**src/rtl/pipe_ctrl.sv**
```systemverilog
// -----------------------------------------------------------------------------
// pipe_ctrl : central pipeline controller for the 5-stage CPU.
//
// Merges stall requests from ID, EX and MEM into the 6-bit stall vector that
// drives every pipeline register, and sequences EX-stage multi-cycle operations
// (div, madd/msub) with a down-counter FSM. A saturating counter tracks how many
// cycles the pipeline spent with any stall bit set.
//
// Ports:
//   clk                system clock, rising edge
//   rst                synchronous reset, active-high
//   stallreq_from_id   load-use hazard request from decode
//   stallreq_from_mem  data-bus wait request from memory stage
//   ex_mc_start        EX holds a multi-cycle op (level while op sits in EX)
//   ex_mc_cycles       op length N in cycles, valid with ex_mc_start
//   flush              abort sequencer (exception/redirect)
//   stall[5:0]         [0]=PC [1]=IF/ID [2]=ID/EX [3]=EX/MEM [4]=MEM/WB [5]=WB
//   mc_busy            sequencer is counting (RUN)
//   mc_done            result-valid phase, EX may write its result
//   mc_cnt             remaining cycles (debug)
//   stall_cycles       saturating count of cycles with stall != 0
// -----------------------------------------------------------------------------
module pipe_ctrl #(
  parameter int CNT_W  = 6,
  parameter int PERF_W = 32
) (
  input  logic              clk,
  input  logic              rst,
  input  logic              stallreq_from_id,
  input  logic              stallreq_from_mem,
  input  logic              ex_mc_start,
  input  logic [CNT_W-1:0]  ex_mc_cycles,
  input  logic              flush,
  output logic [5:0]        stall,
  output logic              mc_busy,
  output logic              mc_done,
  output logic [CNT_W-1:0]  mc_cnt,
  output logic [PERF_W-1:0] stall_cycles
);

  localparam logic [1:0] IDLE = 2'd0;
  localparam logic [1:0] RUN  = 2'd1;
  localparam logic [1:0] DONE = 2'd2;

  localparam logic [CNT_W-1:0]  CNT_ZERO = {CNT_W{1'b0}};
  localparam logic [CNT_W-1:0]  CNT_ONE  = {{(CNT_W-1){1'b0}}, 1'b1};
  localparam logic [PERF_W-1:0] PERF_ONE = {{(PERF_W-1){1'b0}}, 1'b1};
  localparam logic [PERF_W-1:0] PERF_MAX = {PERF_W{1'b1}};

  logic [1:0]        state_r;
  logic [1:0]        state_nxt_s;
  logic [CNT_W-1:0]  cnt_r;
  logic [CNT_W-1:0]  cnt_nxt_s;
  logic [PERF_W-1:0] perf_r;
  logic              start_s;
  logic              stallreq_ex_s;
  logic [5:0]        stall_s;

  // EX stall request: a zero-length op never starts the sequencer, and DONE
  // deliberately releases the pipeline so the finished op can advance.
  always_comb begin
    start_s       = ex_mc_start && (ex_mc_cycles != CNT_ZERO) && !flush;
    stallreq_ex_s = ((state_r == IDLE) && start_s) || (state_r == RUN);
  end

  // Stall merge, highest priority first. Each pattern freezes a contiguous
  // low-order run of registers, so the first non-frozen register gets a bubble.
  always_comb begin
    stall_s = 6'b000000;
    if (flush) begin
      stall_s = 6'b000000;
    end else if (stallreq_from_mem) begin
      stall_s = 6'b011111;
    end else if (stallreq_ex_s) begin
      stall_s = 6'b001111;
    end else if (stallreq_from_id) begin
      stall_s = 6'b000111;
    end else begin
      stall_s = 6'b000000;
    end
  end

  // Sequencer next-state and down-counter logic.
  always_comb begin
    state_nxt_s = state_r;
    cnt_nxt_s   = cnt_r;
    if (flush) begin
      state_nxt_s = IDLE;
      cnt_nxt_s   = CNT_ZERO;
    end else begin
      case (state_r)
        IDLE: begin
          if (start_s) begin
            state_nxt_s = RUN;
            cnt_nxt_s   = ex_mc_cycles;
          end else begin
            state_nxt_s = IDLE;
          end
        end
        RUN: begin
          // Counting ignores MEM stalls so RUN always lasts exactly N cycles.
          cnt_nxt_s = cnt_r - CNT_ONE;
          if (cnt_r == CNT_ONE) begin
            state_nxt_s = DONE;
          end else begin
            state_nxt_s = RUN;
          end
        end
        DONE: begin
          // ex_mc_start is ignored here: the same op is still in EX. Leave only
          // on the cycle EX/MEM is not frozen, i.e. when the op moves on.
          if (stall_s[3]) begin
            state_nxt_s = DONE;
          end else begin
            state_nxt_s = IDLE;
          end
        end
        default: begin
          state_nxt_s = IDLE;
          cnt_nxt_s   = CNT_ZERO;
        end
      endcase
    end
  end

  // State, counter and saturating stall-cycle counter registers.
  always_ff @(posedge clk) begin
    if (rst) begin
      state_r <= IDLE;
      cnt_r   <= CNT_ZERO;
      perf_r  <= {PERF_W{1'b0}};
    end else begin
      state_r <= state_nxt_s;
      cnt_r   <= cnt_nxt_s;
      if ((stall_s != 6'b000000) && (perf_r != PERF_MAX)) begin
        perf_r <= perf_r + PERF_ONE;
      end else begin
        perf_r <= perf_r;
      end
    end
  end

  // Outputs: reset masks the combinational controls immediately.
  always_comb begin
    stall        = rst ? 6'b000000 : stall_s;
    mc_busy      = !rst && (state_r == RUN);
    mc_done      = !rst && (state_r == DONE) && !flush;
    mc_cnt       = cnt_r;
    stall_cycles = perf_r;
  end

endmodule

```
**config.mk**
```make
export PLATFORM = sky130hd
export DESIGN_NAME = pipe_ctrl
export DESIGN_NICKNAME = d
export VERILOG_FILES = /design/src/rtl/pipe_ctrl.sv
export SDC_FILE = /design/constraint.sdc
export NUM_CORES = 1
export LEC_CHECK = 0
export ABC_AREA = 0
export BUFFER_PORTS_ARGS = -buffer_cell sky130_fd_sc_hd__buf_2
export CAP_MARGIN = 10
export CORE_UTILIZATION = 48
export DETAILED_ROUTE_END_ITERATION = 10
export MAX_ROUTING_LAYER = met4
export PLACE_DENSITY_LB_ADDON = 0.15
export SYNTH_ARGS = -nofsm -noshare
export SYNTH_HDL_FRONTEND = slang
export SYNTH_SLANG_ARGS = --single-unit
export TNS_END_PERCENT = 1
```
**constraint.sdc**
```tcl
create_clock -name clk -period 1.7 [get_ports clk]
set_input_delay 0.085 -clock clk [delete_from_list [all_inputs] [get_ports clk]]
set_output_delay 0.085 -clock clk [all_outputs]
set_load 0.05 [all_outputs]
```
Word level (Yosys, flattened, before mapping)
Index checks and enable logic that the tools add are counted.
- bitwise operators: 1
- $add $sub $neg: 2
- multiplexer cells: 11
- reduce and logical (&&, ||, !) cells: 15
- equality and inequality tests: 5
- operators by type and width (kind ; number):
    $add 32x1->32 const B ; 1
    $ne 32x32->1 const B ; 1
    $pmux 6 s3 ; 1
    $mux 6 ; 2
    $reduce_bool 6->1 ; 2
    $mux 5 ; 2
    $logic_and 1x1->1 ; 7
    $eq 6x1->1 const B ; 1
    $pmux 2 s3 ; 1
    $sub 6x1->6 const B ; 1
    $mux 2 ; 2
    $mux 4 ; 1
    $mux 3 ; 1
    $eq 2x1->1 const B ; 1
    $eq 2x2->1 const B ; 1
    $logic_not 1->1 ; 2
    $logic_not 2->1 ; 1
    $ne 2x2->1 const B ; 1
    $reduce_and 2->1 ; 1
    $reduce_or 2->1 ; 1
    $logic_or 1x1->1 ; 1
    $mux 1 ; 1
    $not 1->1 ; 1
- register bits after elaboration: 40
- output and inout bits: 46
- bits of input ports: 12

Longest topological paths before layout
Gate-level depths: netlist of run 1.
- word-level depth: 10
- depth in mapped cells: 7
- gate-level depth less buffers: 6

Least setup slack after synthesis of run 1
No wires, ideal clock.
- kind: flip-flop to output port
- start point: reg state_r[0]
- end point: out stall[1]
- cell stages (with the launch flop): 7
- data required time: 1.615 ns
- path slack: -0.672 ns
- path buffers: 2
- data arrival time: 2.287 ns
- cell sequence: dfxtp_1 -> nor4b_2 -> a21boi_4 -> a21oi_1 -> buf_2 -> nor2_1 -> buf_4
- longest elaborated chain between the ends: 7
- elaborated cells between the ends (all ways): 8
- RTL lines (what ; RTL line ; RTL):
    start: declaration ; 50 ; logic [1:0] state_r;
    start signal: assignment ; 133 ; state_r <= state_nxt_s;
    $logic_not 2->1 ; 63 ; stallreq_ex_s = ((state_r == IDLE) && start_s) || (state_r == RUN);
    $logic_and 1x1->1 ; 63 ;
    $logic_or 1x1->1 * ; 63 ;
    $mux 4 * ; 74 ; end else if (stallreq_ex_s) begin
    $mux 5 * ; 72 ; end else if (stallreq_from_mem) begin
    $mux 5 * ; 70 ; if (flush) begin
    $mux 6 * ; 145 ; stall = rst ? 6'b000000 : stall_s;
    end: declaration ; 34 ; output logic [5:0] stall,
Mark *: on every way between the ends. The rest lies on a longest branch, timed or not.

Final worst setup path of run 1
- start point: reg state_r[1]
- end point: reg perf_r[3] (netlist: stall_cycles[3])
- longest elaborated chain between the ends: 8
- elaborated cells between the ends (all ways): 9
- RTL lines (what ; RTL line ; RTL):
    $logic_not 2->1 ; 63 ;
    $logic_and 1x1->1 ; 63 ;
    $logic_or 1x1->1 * ; 63 ;
    $mux 4 * ; 74 ;
    $mux 5 * ; 72 ;
    $mux 5 * ; 70 ;
    $reduce_bool 6->1 * ; 135 ; if ((stall_s != 6'b000000) && (perf_r != PERF_MAX)) begin
    $logic_and 1x1->1 * ; 135 ;
    end signal: assignment ; 131 ; perf_r <= {PERF_W{1'b0}};
    end signal: assignment ; 136 ; perf_r <= perf_r + PERF_ONE;
    end signal: assignment ; 138 ; perf_r <= perf_r;
    end: declaration ; 54 ; logic [PERF_W-1:0] perf_r;
Marks and branches as above.
A chain may end at the register's enable or synchronous reset.

==> reports/metrics.cfg, run 1 <==
[run_status]
status = finished with violations
failed_checks = design-rule violations, negative setup slack

[die]
floorplan.io_pins = 58
die_height_um = 71.0
fp.coreArea_sq_um = 4470
num_rows = 24
die-area_sq_um = 5040
die_width_um = 71.0
starting_density_of_the_core_pct = 51.0

[synthesis]
ys_ff_latch = 40
postSynthAreaPerCell_sq_um = 8.04
mappedNetlistNets = 299
synth.cells.most_frequent = sky130_fd_sc_hd__dfxtp_1 (40), sky130_fd_sc_hd__a21oi_1 (35), sky130_fd_sc_hd__nor2_1 (21), sky130_fd_sc_hd__o31ai_1 (21), sky130_fd_sc_hd__or4_1 (21)
yosysSeqAreaShare_pct = 35.1
synth_enable_flop_cells = 0
synthDominantCellAreaShare_pct = 35.1
synthCells = 284
synth_top_cells_by_area = sky130_fd_sc_hd__dfxtp_1 (35%), sky130_fd_sc_hd__a21oi_1 (7.7%), sky130_fd_sc_hd__o31ai_1 (6.9%)
synth-main-ff-cell = sky130_fd_sc_hd__dfxtp_1
async_flop_share_pct = 0
post_synth_instance_area_sq_um = 2280
ys_types = 41
ys_warn_count = 0
synth.largest_area_cell = sky130_fd_sc_hd__dfxtp_1
synthMostInstantiatedCell = sky130_fd_sc_hd__dfxtp_1

[global_routing]
grtUsageTotal_pct = 28.6
grt_start_max_net_pins = 41
first_pass_grt_wire_length_um = 11300
grt_antenna_before_repair = 0
gr-total-overflow = 0
first_global_vias = 2483

[clocking]
clkLatencyLatePin_ns = 0.29
clkTransAtPathRegs_ns = 0.09
clock_path_buffers = 2
total_clock_buffers_created_by_cts = 5
cts-root-buf = sky130_fd_sc_hd__clkbuf_8
cts_tree = done
maximum_level_of_the_cts_h_tree = 2
cts.sinks = 40

[setup_path]
rrSetupSlack_ns = -0.27
crit_path_max_fanout = 7
reg2reg_depth = 6
cp_data_arrival_time_ns = 2.17
critPathLaunch = state_r[1]
crit-reg2reg-launch = state_r[1]
crit_path_start_kind = flop
critPathCaptureType = flop
cpMaxStageDelayCell = sky130_fd_sc_hd__or4_1
reg2reg_to = stall_cycles[3]
crit_path_cell_trace = nor4b_4 -> a21boi_4 -> buf_12 -> a21oi_4 -> or4_1 -> a21oi_1
path_class = flop to flop
crit_path_max_incr_delay_ns = 0.55
crit_required_ns = 1.89
timing.critical_path.to = stall_cycles[3]

[routing]
via_count = 2725
firstDrtPassIters = 8
drt_via_density = 6.00
drtIter0Drc = 203
ant_nets = 0
wire_per_inst_um = 15.8
remaining_drc_errors = 5
drt-total-wl_um = 7190

[timing]
worst_slack_ns = -0.274
worst_hold_margin_ns = 0.0818
final-max-slew-violation-count = 0
grt_setup_unrepaired = yes
hold_viol_final = 0
final-setup-viol-count = 41
final.setup_skew_ns = 0.00938
final.period_utilization_pct = 116
clock.fmax_mhz = 507
layout_min_cycle_time_ns = 1.97

[placement]
globalplace.congestion = 0.823
port_buffer_count = 56
dp.final_hpwl_um = 4550
placed_cells = 437

[final_layout]
finish.cell_count_without_fillers = 454
n_diodes = 0
fin_util_pct = 80.1
nets = 416
layout-drive-gt1-share_pct = 53.2
areaGrowthSynthToFinish_pct = 57.0
fillers = 281

[worst_hold_path]
hold_path_class = primary input to flop
holdPathStages = 3

[power]
ir_worst_vdd_uv = 570
power_leakage_uw = 0.00143
pwr_density_cell_nw_per_um2 = 536

[flow_run]
maxCapViolations = 0

worst max-delay path, delay by kind of cell (launching register included):
kind            cells  cell delay (ns)
compound gates      3             0.52
buf+inv             1             0.16
simple gates        2             0.82
flops               1             0.37
worst min-delay path by stage:
stage,startpoint,endpoint,slack [ns]
after global placement,ex_mc_cycles[4],mc_cnt[4],0.38
after global routing,ex_mc_cycles[4],mc_cnt[4],0.08
after CTS,ex_mc_cycles[4],mc_cnt[4],0.08
after floorplan,ex_mc_cycles[4],mc_cnt[4],0.26
after detailed placement,ex_mc_cycles[4],mc_cnt[4],0.39
final,ex_mc_cycles[4],mc_cnt[4],0.08
kinds of logic after synthesis:
logic type	count (synthesis)	share of synthesized area (%)
and+or+nand+nor	127	32.5
AOI/OAI and AO/OA	77	21.4
buffers and inverters	28	5.37
muxes	8	3.84
DFF	40	35.1
adders and majority gates	3	1.64
other	1	0.164
final cells by class:
class / instances / area (sq um) / area share, %
multi-input cells: 217 / 1600 / 44.7
flip-flops and latches: 40 / 906 / 25.3
clock inverters: 2 / 10.0 / 0.279
well taps: 52 / 65.1 / 1.81
repair buffers: 127 / 881 / 24.6
clock buffers: 6 / 82.6 / 2.30
inverters: 10 / 37.5 / 1.05
cells in the final DEF (no fill, tap or decap), types with 5 or more instances in the layout:
cell and n:
sky130_fd_sc_hd__dfxtp_2 9, sky130_fd_sc_hd__inv_1 10, sky130_fd_sc_hd__buf_6 6, sky130_fd_sc_hd__or4_1 18, sky130_fd_sc_hd__o31ai_1 18, sky130_fd_sc_hd__clkbuf_8 6
sky130_fd_sc_hd__nor2_1 18, sky130_fd_sc_hd__a21oi_1 31, sky130_fd_sc_hd__nor3_1 5, sky130_fd_sc_hd__o21ai_0 9, sky130_fd_sc_hd__buf_2 51, sky130_fd_sc_hd__or3_1 9
sky130_fd_sc_hd__nor2b_1 10, sky130_fd_sc_hd__mux2_2 5, sky130_fd_sc_hd__dfxtp_4 25, sky130_fd_sc_hd__dfxtp_1 6, sky130_fd_sc_hd__nand4_1 5, sky130_fd_sc_hd__nand3_1 13
sky130_fd_sc_hd__and3_1 6, sky130_fd_sc_hd__buf_4 66, sky130_fd_sc_hd__nand2_1 12
where the power goes:
| part | switching [uW] | total [uW] | leakage [uW] | internal (uW) |
|---|---|---|---|---|
| Clock | 351 | 676 | 0.0000510 | 325 |
| Combinational | 199 | 327 | 0.00103 | 127 |
| Sequential | 9.39 | 919 | 0.000347 | 910 |
| Total | 560 | 1920 | 0.00143 | 1360 |
stage by stage:
stage                     worst slack (ns)  instance area, sq um  power, uW  setup TNS, ns
final                               -0.274                  3590       1920          -6.85
after global routing                -0.317                  3590       1980          -9.84
after CTS                           -0.223                  3510       1910          -6.19
after detailed placement            -0.293                  3170       1200          -7.56
after global placement              -0.228                  3170       1190          -5.12
after floorplan                     -0.132                  2420       1120          -2.66
flip-flops by register name (all words and copies together) (netlist names):
signal,count
state_r,2
stall_cycles,32
mc_cnt,6
layer usage:
| layer | GRT usage (%) | up-vias | share of wire (%) |
|---|---|---|---|
| met5 | - | - | 0 |
| met4 | 7.56 | 0 | 0.67 |
| li1 | - | 1318 | - |
| met2 | 48.8 | 80 | 52 |
| met1 | 35.5 | 1321 | 44 |
| met3 | 4.13 | 6 | 4.0 |
repair_timing:
action | CTS | global route
gates resized for setup | 35 | 17
setup buffers | 8 | 0
hold buffers | 0 | 0
gates cloned | 1 | 0
pin swaps | 30 | 6
endpoints found under the setup margin | 41 | 43
hold endpoints to repair | 0 | 0
Power figures use the tool's default switching activity.
==> run 2: changes to the inputs <==
- CORE_UTILIZATION: 48 -> 57
- CTS_CLUSTER_DIAMETER: unset -> 60
- clock period: 1.7 -> 2.5 ns (I/O delays scaled with it)
==> run 2 against run 1 <==
Against the previous run:
- the run now ends clean
- highest routed layer unchanged
- first-iteration DRC count is 11% lower
- clock-buffer cell count grew 1
- setup slack better by 0.54 ns
- via count fell by 13%
- clock skew rose by 0.0047 ns
- global-route usage increased by 0.35 points
- critical path type is now flop to primary output
- die area decreased by 15%
==> reports/metrics.cfg, run 2 (synthesis gave the netlist of run 1 again) <==
[run_status]
status = complete, no violations

[timing]
final.setup_skew_ns = 0.0141
grt_setup_unrepaired = no
slew-limit-headroom_pct = 59.1
layout_min_cycle_time_ns = 2.24
final.period_utilization_pct = 89.4
final-max-slew-violation-count = 0
slew_at_the_pin_closest_to_its_max_slew_limit_ns = 0.608
clock.fmax_mhz = 447
hold_viol_final = 0
timing.setup.tns_ns = 0
final-setup-viol-count = 0

[final_layout]
nets = 352
most_common_cell_after_layout_fill_and_taps_aside = sky130_fd_sc_hd__buf_2
layout_common_cells = sky130_fd_sc_hd__buf_2 (56), sky130_fd_sc_hd__dfxtp_1 (40), sky130_fd_sc_hd__a21oi_1 (35)
layout-drive-gt1-share_pct = 25.4
areaGrowthSynthToFinish_pct = 19.6
largest_register_ffs = 32
n_diodes = 0
final_standard_cell_area_without_fillers_sq_um = 2730

[routing]
drtIter0Drc = 180
firstDrtPassIters = 4
remaining_drc_errors = 0
via_count = 2360
ant_nets = 0
drt_via_density = 6.11
drt-total-wl_um = 5430
wire_per_inst_um = 14.1

[flow_run]
maxCapViolations = 0

[setup_path]
cp_data_arrival_time_ns = 2.11
critPathCaptureType = primary output
crit_path_max_fanout = 18
reg2reg_depth = 5
crit_path_start_kind = flop
path_class = flop to primary output
crit_required_ns = 2.38

[clocking]
clock_path_buffers = 2
maximum_level_of_the_cts_h_tree = 2
clkLatencyLatePin_ns = 0.29
cts-root-buf = sky130_fd_sc_hd__clkbuf_8
total_clock_buffers_created_by_cts = 5
cts.sinks = 40
cts.repair.resized = 0
postCtsSetupBuffers = 0
cts.hold.buffers_added = 0
clkTransAtPathRegs_ns = 0.09
cts_tree = done

[worst_hold_path]
hold_path_class = primary input to flop
holdPathStages = 3

[power]
pwr_density_cell_nw_per_um2 = 504
power_leakage_uw = 0.00105
ir_worst_vdd_uv = 415

[global_routing]
first_pass_grt_wire_length_um = 9410
gr-total-overflow = 0
grt_antenna_before_repair = 0
grt_start_max_net_pins = 41
first_global_vias = 2092
grtUsageTotal_pct = 29.0

[die]
fp.coreArea_sq_um = 3740
die_height_um = 65.3
floorplan.io_pins = 58
starting_density_of_the_core_pct = 61.0
num_rows = 22
die-area_sq_um = 4260
die_width_um = 65.3

[placement]
port_buffer_count = 56
globalplace.congestion = 0.857
post_dp_cell_area_sq_um = 2610
dp.final_hpwl_um = 3790

## run 2: cell types whose count changed in the layout (fill, tap and decap cells not counted), moves of 3 or more
| cell | previous run | this run |
|---|---|---|
| sky130_fd_sc_hd__nor3_1 | 5 | 8 |
| sky130_fd_sc_hd__o31ai_1 | 18 | 21 |
| sky130_fd_sc_hd__buf_4 | 66 | 8 |
| sky130_fd_sc_hd__a21oi_1 | 31 | 35 |
| sky130_fd_sc_hd__or4_1 | 18 | 21 |
| sky130_fd_sc_hd__or4_4 | 3 | 0 |
| sky130_fd_sc_hd__dfxtp_1 | 6 | 40 |
| sky130_fd_sc_hd__dfxtp_2 | 9 | 0 |
| sky130_fd_sc_hd__buf_6 | 6 | 0 |
| sky130_fd_sc_hd__dfxtp_4 | 25 | 0 |
| sky130_fd_sc_hd__buf_2 | 51 | 56 |
| sky130_fd_sc_hd__nor2_1 | 18 | 21 |
| sky130_fd_sc_hd__a21oi_2 | 3 | 0 |
## run 2: stage by stage
step / hold slack (ns) / std cells / power (uW) / setup WS, ns / utilization [%]
floorplan: 0.297 / 284 / 778 / 0.0875 / -
global placement: 0.438 / 378 / 811 / 0.433 / 69.6
detailed placement: 0.435 / 378 / 812 / 0.353 / 69.6
CTS: 0.123 / 386 / 1390 / 0.275 / 73.0
global route: 0.110 / 386 / 1440 / 0.0727 / 73.0
finish: 0.125 / 386 / 1380 / 0.264 / 73.0
## run 2: final timing paths
check | startpoint | to | slack (ns)
setup / recovery | state_r[1] | stall[1] | 0.26
hold / removal | ex_mc_cycles[4] | mc_cnt[4] | 0.12
setup reg to reg | state_r[1] | stall_cycles[20] | 0.30
hold reg to reg | stall_cycles[16] | stall_cycles[16] | 0.50
## run 2: per-layer routing
metal	share of wire, %	wire, um	vias up	GRT usage (%)
met1	48	2580	1109	36.5
met5	0	0	-	-
li1	-	-	1181	-
met3	4.8	260	5	7.29
met2	47	2550	65	46.4
met4	0.77	42	0	7.07
## run 2: layout make-up
class | instances | area [sq um]
Multi-Input combinational cell | 216 | 1370
Fill cell | 332 | 1010
Sequential cell | 40 | 801
Timing Repair Buffer | 64 | 340
Clock buffer | 7 | 96.3
Tap cell | 48 | 60.1
Inverter | 10 | 37.5
Clock inverter | 1 | 30.0
## run 2: worst max-delay path: stages (launching register included)
cell                      delay (ns)
sky130_fd_sc_hd__dfxtp_1        0.54
sky130_fd_sc_hd__nor2b_1        0.14
sky130_fd_sc_hd__or3_1          0.42
sky130_fd_sc_hd__a21oi_1        0.18
sky130_fd_sc_hd__buf_4          0.22
sky130_fd_sc_hd__nor2_1         0.08
sky130_fd_sc_hd__buf_2          0.23
## run 2: where the power goes
| group | internal, uW | switching [uW] |
|---|---|---|
| clock network | 352 | 227 |
| registers | 644 | 8.78 |
| logic | 42.3 | 104 |
| total | 1040 | 339 |
